File: src/rtl/vga_overlay_arbiter_if.sv
`default_nettype none
// ============================================================================
// Module      : vga_overlay_arbiter_if
// Description : Request/status bundle between the event sources and the
//               VGA overlay arbiter.
// Revision    : 1.0 - initial release
// ============================================================================
interface vga_overlay_arbiter_if;
    logic       req_pilao;
    logic       req_drive5;
    logic       req_drive2;
    logic       music_on;
    logic       ack_clear;
    logic [2:0] ovl_sel;
    logic       ovl_active;
    logic [4:0] sec_left;
    logic [2:0] pending;
    logic       done_pulse;

    modport master (
        output req_pilao, req_drive5, req_drive2, music_on, ack_clear,
        input  ovl_sel, ovl_active, sec_left, pending, done_pulse
    );

    modport slave (
        input  req_pilao, req_drive5, req_drive2, music_on, ack_clear,
        output ovl_sel, ovl_active, sec_left, pending, done_pulse
    );
endinterface
`default_nettype wire

File: src/rtl/vga_overlay_arbiter.sv
`default_nettype none
// ============================================================================
// Module      : vga_overlay_arbiter
// Description : Fixed-priority owner of the VGA alert-overlay window with
//               queued requests, timed hold, preemption and user dismiss.
// Revision    : 1.0 - initial release
// ============================================================================
module vga_overlay_arbiter #(
    parameter int TICK_DIV = 50_000_000,
    parameter int HOLD_S   = 20
) (
    input  wire logic             clk_50M,
    input  wire logic             s_rst_n,
    vga_overlay_arbiter_if.slave  bus
);

    localparam int                 c_CNT_W     = (TICK_DIV > 1) ? $clog2(TICK_DIV) : 1;
    localparam logic [c_CNT_W-1:0] c_TICK_LAST = c_CNT_W'(TICK_DIV - 1);
    localparam logic [4:0]         c_HOLD      = 5'(HOLD_S);

    localparam logic [2:0] c_SEL_NONE   = 3'd0;
    localparam logic [2:0] c_SEL_PILAO  = 3'd1;
    localparam logic [2:0] c_SEL_DRIVE5 = 3'd2;
    localparam logic [2:0] c_SEL_DRIVE2 = 3'd3;
    localparam logic [2:0] c_SEL_MUSIC  = 3'd4;

    typedef enum logic [1:0] {
        S_IDLE = 2'd0,
        S_SHOW = 2'd1,
        S_GAP  = 2'd2
    } state_t;

    state_t             r_state;
    logic [2:0]         r_ovl_sel;
    logic               r_ovl_active;
    logic [4:0]         r_sec_left;
    logic [2:0]         r_pending;
    logic               r_done_pulse;
    logic [c_CNT_W-1:0] r_tick_cnt;

    logic [2:0] w_req;
    logic [2:0] w_shown;
    logic [2:0] w_hi_mask;
    logic [2:0] w_hi_code;
    logic [2:0] w_clr;
    logic [2:0] w_requeue;
    logic [2:0] w_pend_next;
    logic [2:0] w_idle_sel;
    logic       w_grant;
    logic       w_preempt;
    logic       w_retrig;
    logic       w_tick;
    logic       w_end;

    always_comb begin
        w_req   = {bus.req_pilao, bus.req_drive5, bus.req_drive2};
        w_shown = 3'b000;
        if (r_state == S_SHOW) begin
            case (r_ovl_sel)
                c_SEL_PILAO:  w_shown = 3'b100;
                c_SEL_DRIVE5: w_shown = 3'b010;
                c_SEL_DRIVE2: w_shown = 3'b001;
                default:      w_shown = 3'b000;
            endcase
        end

        w_hi_mask = 3'b000;
        w_hi_code = c_SEL_NONE;
        if (r_pending[2]) begin
            w_hi_mask = 3'b100;
            w_hi_code = c_SEL_PILAO;
        end else if (r_pending[1]) begin
            w_hi_mask = 3'b010;
            w_hi_code = c_SEL_DRIVE5;
        end else if (r_pending[0]) begin
            w_hi_mask = 3'b001;
            w_hi_code = c_SEL_DRIVE2;
        end

        w_grant   = (r_state == S_IDLE) && (r_pending != 3'b000);
        // A user dismiss outranks preemption; the dismissed alert is not re-queued.
        w_preempt = (r_state == S_SHOW) && r_pending[2] &&
                    (r_ovl_sel != c_SEL_PILAO) && !bus.ack_clear;
        w_retrig  = |(w_req & w_shown);
        w_tick    = (r_tick_cnt == c_TICK_LAST);
        w_end     = (r_state == S_SHOW) &&
                    (bus.ack_clear ||
                     (!w_preempt && !w_retrig && w_tick && (r_sec_left == 5'd1)));

        w_clr       = (w_grant || w_preempt) ? w_hi_mask : 3'b000;
        w_requeue   = w_preempt ? w_shown : 3'b000;
        // Sets are OR-ed last so a same-edge request beats the grant clear.
        w_pend_next = (r_pending & ~w_clr) | (w_req & ~w_shown) | w_requeue;
        w_idle_sel  = bus.music_on ? c_SEL_MUSIC : c_SEL_NONE;
    end

    always_ff @(posedge clk_50M or negedge s_rst_n) begin
        if (!s_rst_n) begin
            r_state      <= S_IDLE;
            r_ovl_sel    <= c_SEL_NONE;
            r_ovl_active <= 1'b0;
            r_sec_left   <= 5'd0;
            r_pending    <= 3'b000;
            r_done_pulse <= 1'b0;
            r_tick_cnt   <= '0;
        end else begin
            r_pending    <= w_pend_next;
            r_done_pulse <= 1'b0;
            case (r_state)
                S_IDLE: begin
                    if (w_grant) begin
                        r_state      <= S_SHOW;
                        r_ovl_sel    <= w_hi_code;
                        r_ovl_active <= 1'b1;
                        r_sec_left   <= c_HOLD;
                        r_tick_cnt   <= '0;
                    end else begin
                        r_ovl_sel    <= w_idle_sel;
                        r_ovl_active <= 1'b0;
                        r_sec_left   <= 5'd0;
                    end
                end
                S_SHOW: begin
                    if (w_end) begin
                        r_state      <= S_GAP;
                        r_ovl_sel    <= c_SEL_NONE;
                        r_ovl_active <= 1'b0;
                        r_sec_left   <= 5'd0;
                        r_done_pulse <= 1'b1;
                        r_tick_cnt   <= '0;
                    end else if (w_preempt) begin
                        r_ovl_sel    <= c_SEL_PILAO;
                        r_sec_left   <= c_HOLD;
                        r_tick_cnt   <= '0;
                    end else if (w_retrig) begin
                        r_sec_left   <= c_HOLD;
                        r_tick_cnt   <= '0;
                    end else if (w_tick) begin
                        r_sec_left   <= r_sec_left - 5'd1;
                        r_tick_cnt   <= '0;
                    end else begin
                        r_tick_cnt   <= r_tick_cnt + 1'b1;
                    end
                end
                S_GAP: begin
                    r_state      <= S_IDLE;
                    r_ovl_sel    <= w_idle_sel;
                    r_ovl_active <= 1'b0;
                    r_sec_left   <= 5'd0;
                end
                default: begin
                    r_state      <= S_IDLE;
                    r_ovl_sel    <= c_SEL_NONE;
                    r_ovl_active <= 1'b0;
                    r_sec_left   <= 5'd0;
                end
            endcase
        end
    end

    assign bus.ovl_sel    = r_ovl_sel;
    assign bus.ovl_active = r_ovl_active;
    assign bus.sec_left   = r_sec_left;
    assign bus.pending    = r_pending;
    assign bus.done_pulse = r_done_pulse;

endmodule
`default_nettype wire
File: src/flat_wrapper.sv
// flat-port wrapper written by rule: the top's interface ports become plain ports
module vga_overlay_arbiter_flat 
#(
    parameter int TICK_DIV = 50_000_000,
    parameter int HOLD_S   = 20
)
  (clk_50M, s_rst_n, bus_req_pilao, bus_req_drive5, bus_req_drive2, bus_music_on, bus_ack_clear, bus_ovl_sel, bus_ovl_active, bus_sec_left, bus_pending, bus_done_pulse);
  vga_overlay_arbiter_if bus_i ();
  input  wire logic clk_50M;
  input  wire logic s_rst_n;
  input wire logic [$bits(bus_i.req_pilao)-1:0] bus_req_pilao;
  input wire logic [$bits(bus_i.req_drive5)-1:0] bus_req_drive5;
  input wire logic [$bits(bus_i.req_drive2)-1:0] bus_req_drive2;
  input wire logic [$bits(bus_i.music_on)-1:0] bus_music_on;
  input wire logic [$bits(bus_i.ack_clear)-1:0] bus_ack_clear;
  output wire logic [$bits(bus_i.ovl_sel)-1:0] bus_ovl_sel;
  output wire logic [$bits(bus_i.ovl_active)-1:0] bus_ovl_active;
  output wire logic [$bits(bus_i.sec_left)-1:0] bus_sec_left;
  output wire logic [$bits(bus_i.pending)-1:0] bus_pending;
  output wire logic [$bits(bus_i.done_pulse)-1:0] bus_done_pulse;
  assign bus_i.req_pilao = bus_req_pilao;
  assign bus_i.req_drive5 = bus_req_drive5;
  assign bus_i.req_drive2 = bus_req_drive2;
  assign bus_i.music_on = bus_music_on;
  assign bus_i.ack_clear = bus_ack_clear;
  assign bus_ovl_sel = bus_i.ovl_sel;
  assign bus_ovl_active = bus_i.ovl_active;
  assign bus_sec_left = bus_i.sec_left;
  assign bus_pending = bus_i.pending;
  assign bus_done_pulse = bus_i.done_pulse;
  vga_overlay_arbiter #(.TICK_DIV(TICK_DIV), .HOLD_S(HOLD_S)) u_core (.clk_50M(clk_50M), .s_rst_n(s_rst_n), .bus(bus_i));
endmodule
File: config.mk
export PLATFORM = sky130hd
export DESIGN_NAME = vga_overlay_arbiter_flat
export DESIGN_NICKNAME = d
export VERILOG_FILES = /design/src/rtl/vga_overlay_arbiter_if.sv /design/src/rtl/vga_overlay_arbiter.sv /design/src/flat_wrapper.sv
export SDC_FILE = /design/constraint.sdc
export NUM_CORES = 1
export LEC_CHECK = 0
export CAP_MARGIN = 0
export CORE_ASPECT_RATIO = 2
export CORE_MARGIN = 1.5
export CORE_UTILIZATION = 29
export DETAILED_ROUTE_END_ITERATION = 10
export SKIP_CTS_REPAIR_TIMING = 1
export SYNTH_ARGS = -nofsm -noshare
export SYNTH_HDL_FRONTEND = slang
export SYNTH_SLANG_ARGS = --single-unit
export TNS_END_PERCENT = 5
File: constraint.sdc
create_clock -name clk_50M -period 2.1 [get_ports clk_50M]
set_input_delay 0.63 -clock clk_50M [delete_from_list [all_inputs] [get_ports clk_50M]]
set_output_delay 0.63 -clock clk_50M [all_outputs]
set_load 0.01 [all_outputs]
==> flow_metrics.py, run 1 <==
metrics = {
    "status": {
        "outcome": "finished with violations",
        "violations": "setup timing",
    },
    "clock_network": {
        "clockBufferDepth": 2,
        "root_buffer": "clkbuf_16",
        "clock-sinks": 41,
        "clkTransAtPathRegs_ps": 60,
        "cts_tree": "yes",
        "htree_levels": 2,
        "clkLatencyLatePin_ps": 290,
        "cts_buffers": 5,
    },
    "power": {
        "powerDensity_nw_per_um2": 962,
        "p_leak_nw": 1.35,
        "vdd.ir_drop.worst_v": 0.000308,
    },
    "synth": {
        "ys_types": 52,
        "ys_async_sr_fraction_pct": 100,
        "ys_seq_elements": 41,
        "syn_nets": 249,
        "yosys_warnings": 0,
        "synth-main-ff-cell": "dfrtp_1",
        "synth_area_sq_um": 2250,
        "yosys.area.top_type": "dfrtp_1",
        "synth_seq_area_share_pct": 45.7,
        "syn_avg_cell_area_sq_um": 9.40,
        "synth_enable_flop_cells": 0,
        "yosysTopAreaCellShare_pct": 45.7,
        "synth_area_leaders": "dfrtp_1 46%, xor2_1 7.4%, nor2_1 4.7%, nand2_1 3.2%, nand3_1 2.9%",
        "syn_inst": 239,
    },
    "global_route": {
        "grt_pass1_vias": 2082,
        "grt_use_total_pct": 15.6,
        "antenna_found_initial": 0,
        "grt_max_degree": 22,
        "gr-total-overflow": 0,
        "grt_pass1_wl_um": 9890,
    },
    "sta": {
        "min_period_over_period_pct": 102,
        "whs_ps": 319,
        "max_slew.worst_pin.slew_ps": 530,
        "setup_viol": 1,
        "max_freq_mhz": 469,
        "setup_slack_ps": -34.3,
        "clock_skew_ps": 6.81,
        "hold_violations": 0,
        "setup-tns-final_ps": -34.3,
        "fin_crit_ps": 2130,
        "maxSlewViolCount": 0,
        "relSlewSlack_pct": 64.7,
        "rsz0062_at_grt": "true",
    },
    "cells_and_area": {
        "antenna_cells": 0,
        "num-nets-final": 314,
        "area_delta_synth_final_pct": 40.2,
        "layout_commonest_cell": "buf_4",
        "drive_gt1_share_pct": 28.9,
        "final_area_sq_um": 3150,
        "final_cells": 399,
        "final_cell_mix": "49 x buf_4, 41 x dfrtp_1, 28 x nor2_1",
    },
    "run": {
        "maxCapViolations": 0,
    },
    "die": {
        "pin_count": 20,
        "die_x_um": 65.2,
        "initial_core_util_pct": 29.8,
        "placementRows": 45,
        "dieArea_sq_um": 8310,
        "die_y_um": 127,
        "core_sq_um": 7540,
    },
    "worst_setup_path": {
        "slowest_delay_ps": 630,
        "slowest_stage": "or4_4",
        "crit_arrival_ps": 2350,
        "cp.depth": 6,
        "worstPathMaxFanout": 8,
        "critical_path.cell_chain": "ha_2 > and3_4 > nand4_1 > or4_4 > or4_1 > a21oi_1",
        "critPathBufInv": 0,
        "regToRegSetupSlack_ps": -30,
        "end_kind": "flip-flop",
        "crit_family": "simple AND/OR/NAND/NOR gates",
        "cp-start-kind": "flip-flop",
        "critPathKind": "flip-flop to flip-flop",
        "reg2reg_depth": 6,
        "required_ps": 2310,
    },
    "placement": {
        "post-place-ws_ps": -366,
        "hpwlAfterDp_um": 4640,
        "place_area_sq_um": 2900,
        "gp_congestion": 0.817,
        "numPlacedInstances": 389,
        "port-buffer-count": 19,
    },
    "drt": {
        "drtPass1Iterations": 2,
        "drt_iter0_drc": 55,
        "drc_errors": 0,
        "final_antenna_net_count": 0,
        "via_per_inst": 5.16,
        "finalWirelength_um": 6140,
        "wl_per_cell_um": 15.4,
        "vias": 2059,
    },
    "hold_path": {
        "hold_path_class": "input port to asynchronous set/reset pin",
    },
}
[synthesized netlist by cell type, types with 3 or more instances]
master,n
clkbuf_1,5
or3_1,3
nand4_1,10
buf_2,4
inv_1,5
nor4_1,4
dfrtp_1,41
xnor2_1,3
nand2_1,19
o21ai_0,11
or4_1,3
nand3b_1,3
a21oi_1,10
and3_1,5
nand3_1,13
ha_1,3
nor2_1,28
xor2_1,19
buf_1,3
nor3_1,4
[power breakdown]
group / switching, mW / internal, mW
registers: 0.130 / 0.896
logic: 0.549 / 0.556
clock network: 0.307 / 0.594
[routing by layer]
layer / track usage (%) / vias up / routed length [um]
met1: 14.8 / 1028 / 2160
met3: 1.41 / 17 / 112
met5: 0 / - / 0
met4: 9.80 / 0 / 324
met2: 30.3 / 30 / 3540
li1: - / 984 / -
[cell families after synthesis]
family | count (synthesis) | synth area share (%)
fa+ha+maj | 3 | 1.67
compound gates | 35 | 9.86
buf+inv | 17 | 3.06
simple gates | 118 | 29.7
xor+xnor | 22 | 8.58
mux | 3 | 1.39
flops | 41 | 45.7
[per-stage QoR]
| stage | power (mW) | util [%] |
|---|---|---|
| floorplan | 1.52 | - |
| global placement | 2.08 | 38.4 |
| detailed placement | 2.10 | 38.4 |
| CTS | 3.01 | 40.7 |
| global route | 3.19 | 41.7 |
| finish | 3.03 | 41.7 |
[area by class of cell]
cell class / instances / area (sq um)
clock buffers: 7 / 143
clock inverters: 1 / 30.0
fillers: 775 / 4400
inverters: 5 / 18.8
multi-input cells: 181 / 1220
flip-flops and latches: 41 / 1030
well taps: 94 / 118
repair buffers: 70 / 598
[state kept, by name, summed over array words and instances, names as in the netlist]
| register | count |
|---|---|
| u_core.r_tick_cnt | 26 |
| u_core.bus.ovl_active | 1 |
| u_core.bus.ovl_sel | 3 |
| u_core.bus.sec_left | 5 |
| u_core.r_state | 2 |
| u_core.bus.done_pulse | 1 |
| u_core.bus.pending | 3 |
[worst paths after layout]
kind | end | from
worst max-delay path | u_core.bus.sec_left[3] | u_core.r_tick_cnt[0]
worst min-delay path | u_core.bus.sec_left[3] | s_rst_n
worst max register to register | u_core.bus.sec_left[3] | u_core.r_tick_cnt[0]
worst min register to register | u_core.bus.ovl_active | u_core.bus.ovl_active
max in group asynchronous | u_core.bus.pending[2] | s_rst_n
min in group clk_50M | u_core.bus.ovl_active | u_core.bus.ovl_active
No activity file was read; power rests on OpenSTA's default activity.
==> run 2: changes to the inputs <==
--- a/config.mk
+++ b/config.mk
@@ -8,8 +8,9 @@
 export CAP_MARGIN = 0
 export CORE_ASPECT_RATIO = 2
 export CORE_MARGIN = 1.5
-export CORE_UTILIZATION = 29
+export CORE_UTILIZATION = 51
 export DETAILED_ROUTE_END_ITERATION = 10
+export PLACE_DENSITY = 0.75
 export SKIP_CTS_REPAIR_TIMING = 1
 export SYNTH_ARGS = -nofsm -noshare
 export SYNTH_HDL_FRONTEND = slang
==> flow_metrics.py, run 2 (synthesized netlist as in run 1, its figures left out) <==
metrics = {
    "drt": {
        "final_antenna_net_count": 0,
        "drtPass1Iterations": 5,
        "drt_iter0_drc": 60,
        "wl_per_cell_um": 17.0,
        "vias": 2064,
        "drc_errors": 0,
        "via_per_inst": 5.83,
        "finalWirelength_um": 6030,
    },
    "global_route": {
        "gr-total-overflow": 0,
        "grt_pass1_wl_um": 9640,
        "antenna_found_initial": 0,
        "grt_use_total_pct": 25.9,
        "grt_max_degree": 42,
        "grt_pass1_vias": 2119,
    },
    "sta": {
        "rsz0062_at_grt": "true",
        "relSlewSlack_pct": 63.8,
        "max_freq_mhz": 467,
        "whs_ps": 389,
        "hold_violations": 0,
        "setup_viol": 2,
        "fin_crit_ps": 2140,
        "setup_slack_ps": -43.0,
        "clock_skew_ps": 4.20,
        "max_slew.worst_pin.slew_ps": 543,
        "min_period_over_period_pct": 102,
        "setup-tns-final_ps": -56.9,
        "maxSlewViolCount": 0,
    },
    "cells_and_area": {
        "layout_commonest_cell": "buf_4",
        "final_cells": 354,
        "num-nets-final": 309,
        "final_cell_mix": "45 x buf_4, 41 x dfrtp_1, 28 x nor2_1",
        "drive_gt1_share_pct": 27.0,
        "area_delta_synth_final_pct": 31.3,
        "largest-register": "u_core.r_tick_cnt",
        "final_area_sq_um": 2950,
        "largest_reg_flops": 26,
        "antenna_cells": 0,
        "utilization_pct": 68.6,
    },
    "run": {
        "maxCapViolations": 0,
    },
    "placement": {
        "port-buffer-count": 19,
        "numPlacedInstances": 342,
        "place_area_sq_um": 2780,
        "post-place-ws_ps": -308,
        "gp_congestion": 0.839,
        "hpwlAfterDp_um": 4250,
    },
    "worst_setup_path": {
        "slowest_stage": "or4_4",
        "end_kind": "flip-flop",
        "crit_arrival_ps": 2370,
        "critPathBufInv": 0,
        "required_ps": 2330,
        "slowest_delay_ps": 620,
        "critical_path.cell_chain": "ha_2 > and3_4 > nand4_1 > or4_4 > or4_4 > a21oi_2",
        "critPathKind": "flip-flop to flip-flop",
        "cp-start-kind": "flip-flop",
        "worstPathMaxFanout": 8,
        "path_common_cell": "or4_4",
        "crit_family": "simple AND/OR/NAND/NOR gates",
    },
    "die": {
        "die_y_um": 96.9,
        "initial_core_util_pct": 52.3,
        "die_x_um": 49.9,
        "dieArea_sq_um": 4840,
        "core_sq_um": 4300,
        "pin_count": 20,
        "placementRows": 34,
    },
    "status": {
        "outcome": "finished with violations",
        "violations": "setup timing",
    },
    "clock_network": {
        "htree_levels": 2,
        "clockBufferDepth": 2,
        "root_buffer": "clkbuf_8",
        "cts_buffers": 5,
        "clkLatencyLatePin_ps": 300,
        "cts_tree": "yes",
        "clock-sinks": 41,
        "clkTransAtPathRegs_ps": 80,
    },
    "power": {
        "combPwrFrac_pct": 38.8,
        "sequentialPowerShare_pct": 41.2,
        "power_mw": 2.59,
        "powerDensity_nw_per_um2": 878,
        "switching_share_pct": 36.5,
        "clkPwrFrac_pct": 20.0,
        "vdd.ir_drop.worst_v": 0.000521,
        "intPower_mw": 1.64,
        "p_switching_mw": 0.944,
        "p_leak_nw": 1.25,
    },
    "hold_path": {
        "hold_path_class": "input port to asynchronous set/reset pin",
    },
}
## run 2: changes by cell type in the layout (fill, tap and decap cells not counted), sizes merged
| cell | change |
|---|---|
| buf | -5 |
| bufinv | -1 |
| clkbuf | +1 |
| clkdlybuf4s50 | +2 |
| dlymetal6s2s | -2 |
## run 2: power by group through the flow
stage	logic, mW	clock network [mW]	registers (mW)
6_report	1.00	0.516	1.07
5_1_grt	1.08	0.546	1.08
4_1_cts	0.967	0.516	1.06
3_5_place_dp	0.962	0	1.07
3_3_place_gp	0.945	0	1.07
2_1_floorplan	0.467	0	1.05
## run 2: layout make-up
type / count / area [sq um]
clock buffers: 8 / 80.1
multi-input cells: 181 / 1210
inverters: 5 / 18.8
flip-flops and latches: 41 / 1030
well taps: 54 / 67.6
repair buffers: 65 / 543
fillers: 361 / 1350
## run 2: path summary, 6_finish.rpt
kind,startpoint,endpoint,slack [ps],cells after the start
setup / recovery,u_core.r_tick_cnt[0],u_core.bus.sec_left[3],-40,6
hold / removal,s_rst_n,u_core.bus.sec_left[3],390,2
hold reg to reg,u_core.r_tick_cnt[23],u_core.r_tick_cnt[23],550,2
max in group asynchronous,s_rst_n,u_core.r_tick_cnt[22],1330,2
setup reg to reg,u_core.r_tick_cnt[0],u_core.bus.sec_left[3],-40,6
min in group clk_50M,u_core.r_tick_cnt[23],u_core.r_tick_cnt[23],550,2
## run 2: layer usage
| layer | up-vias | global-route usage [%] | share of wire, % |
|---|---|---|---|
| li1 | 976 | - | - |
| met1 | 1036 | 24.5 | 36 |
| met2 | 40 | 50.9 | 59 |
| met3 | 12 | 4.01 | 2.0 |
| met4 | 0 | 11.8 | 2.3 |
| met5 | - | 0 | 0 |
==> run 3: changes to the inputs <==
--- a/config.mk
+++ b/config.mk
@@ -8,9 +8,10 @@
 export CAP_MARGIN = 0
 export CORE_ASPECT_RATIO = 2
 export CORE_MARGIN = 1.5
-export CORE_UTILIZATION = 51
+export CORE_UTILIZATION = 61
 export DETAILED_ROUTE_END_ITERATION = 10
-export PLACE_DENSITY = 0.75
+export PLACE_DENSITY = 0.84
+export REMOVE_ABC_BUFFERS = 1
 export SKIP_CTS_REPAIR_TIMING = 1
 export SYNTH_ARGS = -nofsm -noshare
 export SYNTH_HDL_FRONTEND = slang
==> constraint.sdc (replaced) <==
create_clock -name clk_50M -period 2.7 [get_ports clk_50M]
set_input_delay 0.81 -clock clk_50M [delete_from_list [all_inputs] [get_ports clk_50M]]
set_output_delay 0.81 -clock clk_50M [all_outputs]
set_load 0.01 [all_outputs]
==> flow_metrics.py, run 3 (synthesized netlist as in run 1, its figures left out) <==
metrics = {
    "worst_setup_path": {
        "worstPathMaxFanout": 9,
        "slowest_delay_ps": 610,
        "crit_family": "simple AND/OR/NAND/NOR gates",
        "end_kind": "flip-flop",
        "slowest_stage": "or4_1",
        "critPathKind": "flip-flop to flip-flop",
        "crit_arrival_ps": 2600,
        "r2r_end": "u_core.bus.sec_left[3]",
        "path_common_cell": "or4_1",
        "required_ps": 2930,
        "reg2reg_depth": 6,
        "critPathBufInv": 0,
        "cp-start-kind": "flip-flop",
        "regToRegSetupSlack_ps": 330,
        "r2r-start": "u_core.r_tick_cnt[0]",
        "critical_path.cell_chain": "ha_1 > and3_1 > nand4_1 > or4_1 > or4_1 > a21oi_1",
    },
    "drt": {
        "wl_per_cell_um": 16.9,
        "final_antenna_net_count": 0,
        "drtPass1Iterations": 4,
        "drc_errors": 0,
        "vias": 1952,
        "drt_iter0_drc": 32,
        "via_per_inst": 6.26,
        "finalWirelength_um": 5270,
    },
    "placement": {
        "gp_congestion": 0.819,
        "hpwlAfterDp_um": 3760,
        "port-buffer-count": 19,
        "place_area_sq_um": 2510,
    },
    "global_route": {
        "grt_pass1_wl_um": 8520,
        "grt_max_degree": 42,
        "antenna_found_initial": 0,
        "grt_pass1_vias": 1946,
        "grt_use_total_pct": 28.5,
        "gr-total-overflow": 0,
    },
    "cells_and_area": {
        "nFillCells": 281,
        "layout_commonest_cell": "dfrtp_1",
        "final_cell_mix": "41 x dfrtp_1, 28 x nor2_1, 19 x nand2_1, 19 x xor2_1, 18 x clkdlybuf4s50_1",
        "regArea_sq_um": 1030,
        "utilization_pct": 73.6,
        "final_area_sq_um": 2630,
        "num-nets-final": 272,
        "largest-register": "u_core.r_tick_cnt",
        "antenna_cells": 0,
        "drive_gt1_share_pct": 12.5,
        "area_delta_synth_final_pct": 16.9,
        "multi_input_area_sq_um": 1150,
        "largest_reg_flops": 26,
    },
    "clock_network": {
        "clkTransAtPathRegs_ps": 90,
        "clockBufferDepth": 2,
        "cts_buffers": 5,
        "htree_levels": 2,
        "cts_tree": "yes",
        "clkLatencyLatePin_ps": 300,
        "clock-sinks": 41,
        "root_buffer": "clkbuf_8",
    },
    "sta": {
        "clock_skew_ps": 11.7,
        "setup-tns-final_ps": 0,
        "max_freq_mhz": 422,
        "min_period_over_period_pct": 87.8,
        "rsz0062_at_grt": "false",
        "maxSlewViolCount": 0,
        "fin_crit_ps": 2370,
        "hold_violations": 0,
        "setup_viol": 0,
        "max_slew.worst_pin.slew_ps": 1020,
        "relSlewSlack_pct": 31.1,
    },
    "power": {
        "vdd.ir_drop.worst_v": 0.000469,
        "p_leak_nw": 1.06,
        "powerDensity_nw_per_um2": 757,
    },
    "die": {
        "core_sq_um": 3570,
        "dieArea_sq_um": 4080,
        "die_y_um": 88.8,
        "placementRows": 31,
        "initial_core_util_pct": 62.9,
        "pin_count": 20,
        "die_x_um": 45.9,
    },
    "hold_path": {
        "holdPathEnd": "u_core.r_tick_cnt[1]",
        "hold_path_class": "flip-flop to flip-flop",
        "hold_path_depth": 1,
        "min_from": "u_core.r_tick_cnt[1]",
    },
    "run": {
        "maxCapViolations": 0,
    },
    "status": {
        "outcome": "complete, no violations",
    },
}
run 3: cell types whose count changed in the layout (fill, tap and decap cells not counted), sizes merged:
cell / before / now
clkbuf: 8 / 7
buf: 47 / 10
bufinv: 0 / 1
run 3: power by group:
part           total [mW]  switching, mW  internal (mW)
clock               0.519          0.217          0.302
combinational       0.644          0.329          0.315
sequential          0.825          0.130          0.695
run 3: worst max path at each step:
| stage | cells after the start | start | to |
|---|---|---|---|
| after floorplan | 5 | u_core.r_tick_cnt[7] | u_core.r_tick_cnt[10] |
| after global placement | 6 | bus_req_drive5 | u_core.bus.sec_left[2] |
| after detailed placement | 6 | bus_req_drive5 | u_core.bus.sec_left[2] |
| after CTS | 6 | u_core.r_tick_cnt[0] | u_core.bus.sec_left[3] |
| after global routing | 7 | bus_req_drive5 | u_core.r_tick_cnt[20] |
| final | 6 | u_core.r_tick_cnt[0] | u_core.bus.sec_left[3] |
run 3: stage by stage:
step	hold slack (ps)	cells	worst slack [ps]	power (mW)
floorplan	483	227	226	1.15
global placement	507	304	108	1.47
detailed placement	511	304	46.8	1.48
CTS	528	312	327	1.99
global route	549	312	166	2.09
finish	523	312	330	1.99
run 3: final cells by class:
cell class | count | area share (%)
clock buffers | 7 | 3.29
inverters | 5 | 0.715
flip-flops and latches | 41 | 39.1
well taps | 49 | 2.33
clock inverters | 1 | 1.14
multi-input cells | 181 | 43.8
repair buffers | 28 | 9.62
run 3: per-layer routing:
layer | track usage [%] | up-vias | wire length [um]
li1 | - | 906 | -
met1 | 26.3 | 987 | 1850
met2 | 54.7 | 45 | 3140
met3 | 4.29 | 14 | 123
met4 | 15.1 | 0 | 153
met5 | 0 | - | 0
run 3: worst register-to-register path: cells and delay by family (launching register included):
kind / cells / cell delay [ps]
AOI/OAI and AO/OA: 1 / 160
DFF: 1 / 420
and+or+nand+nor: 4 / 1500
adders and majority gates: 1 / 220
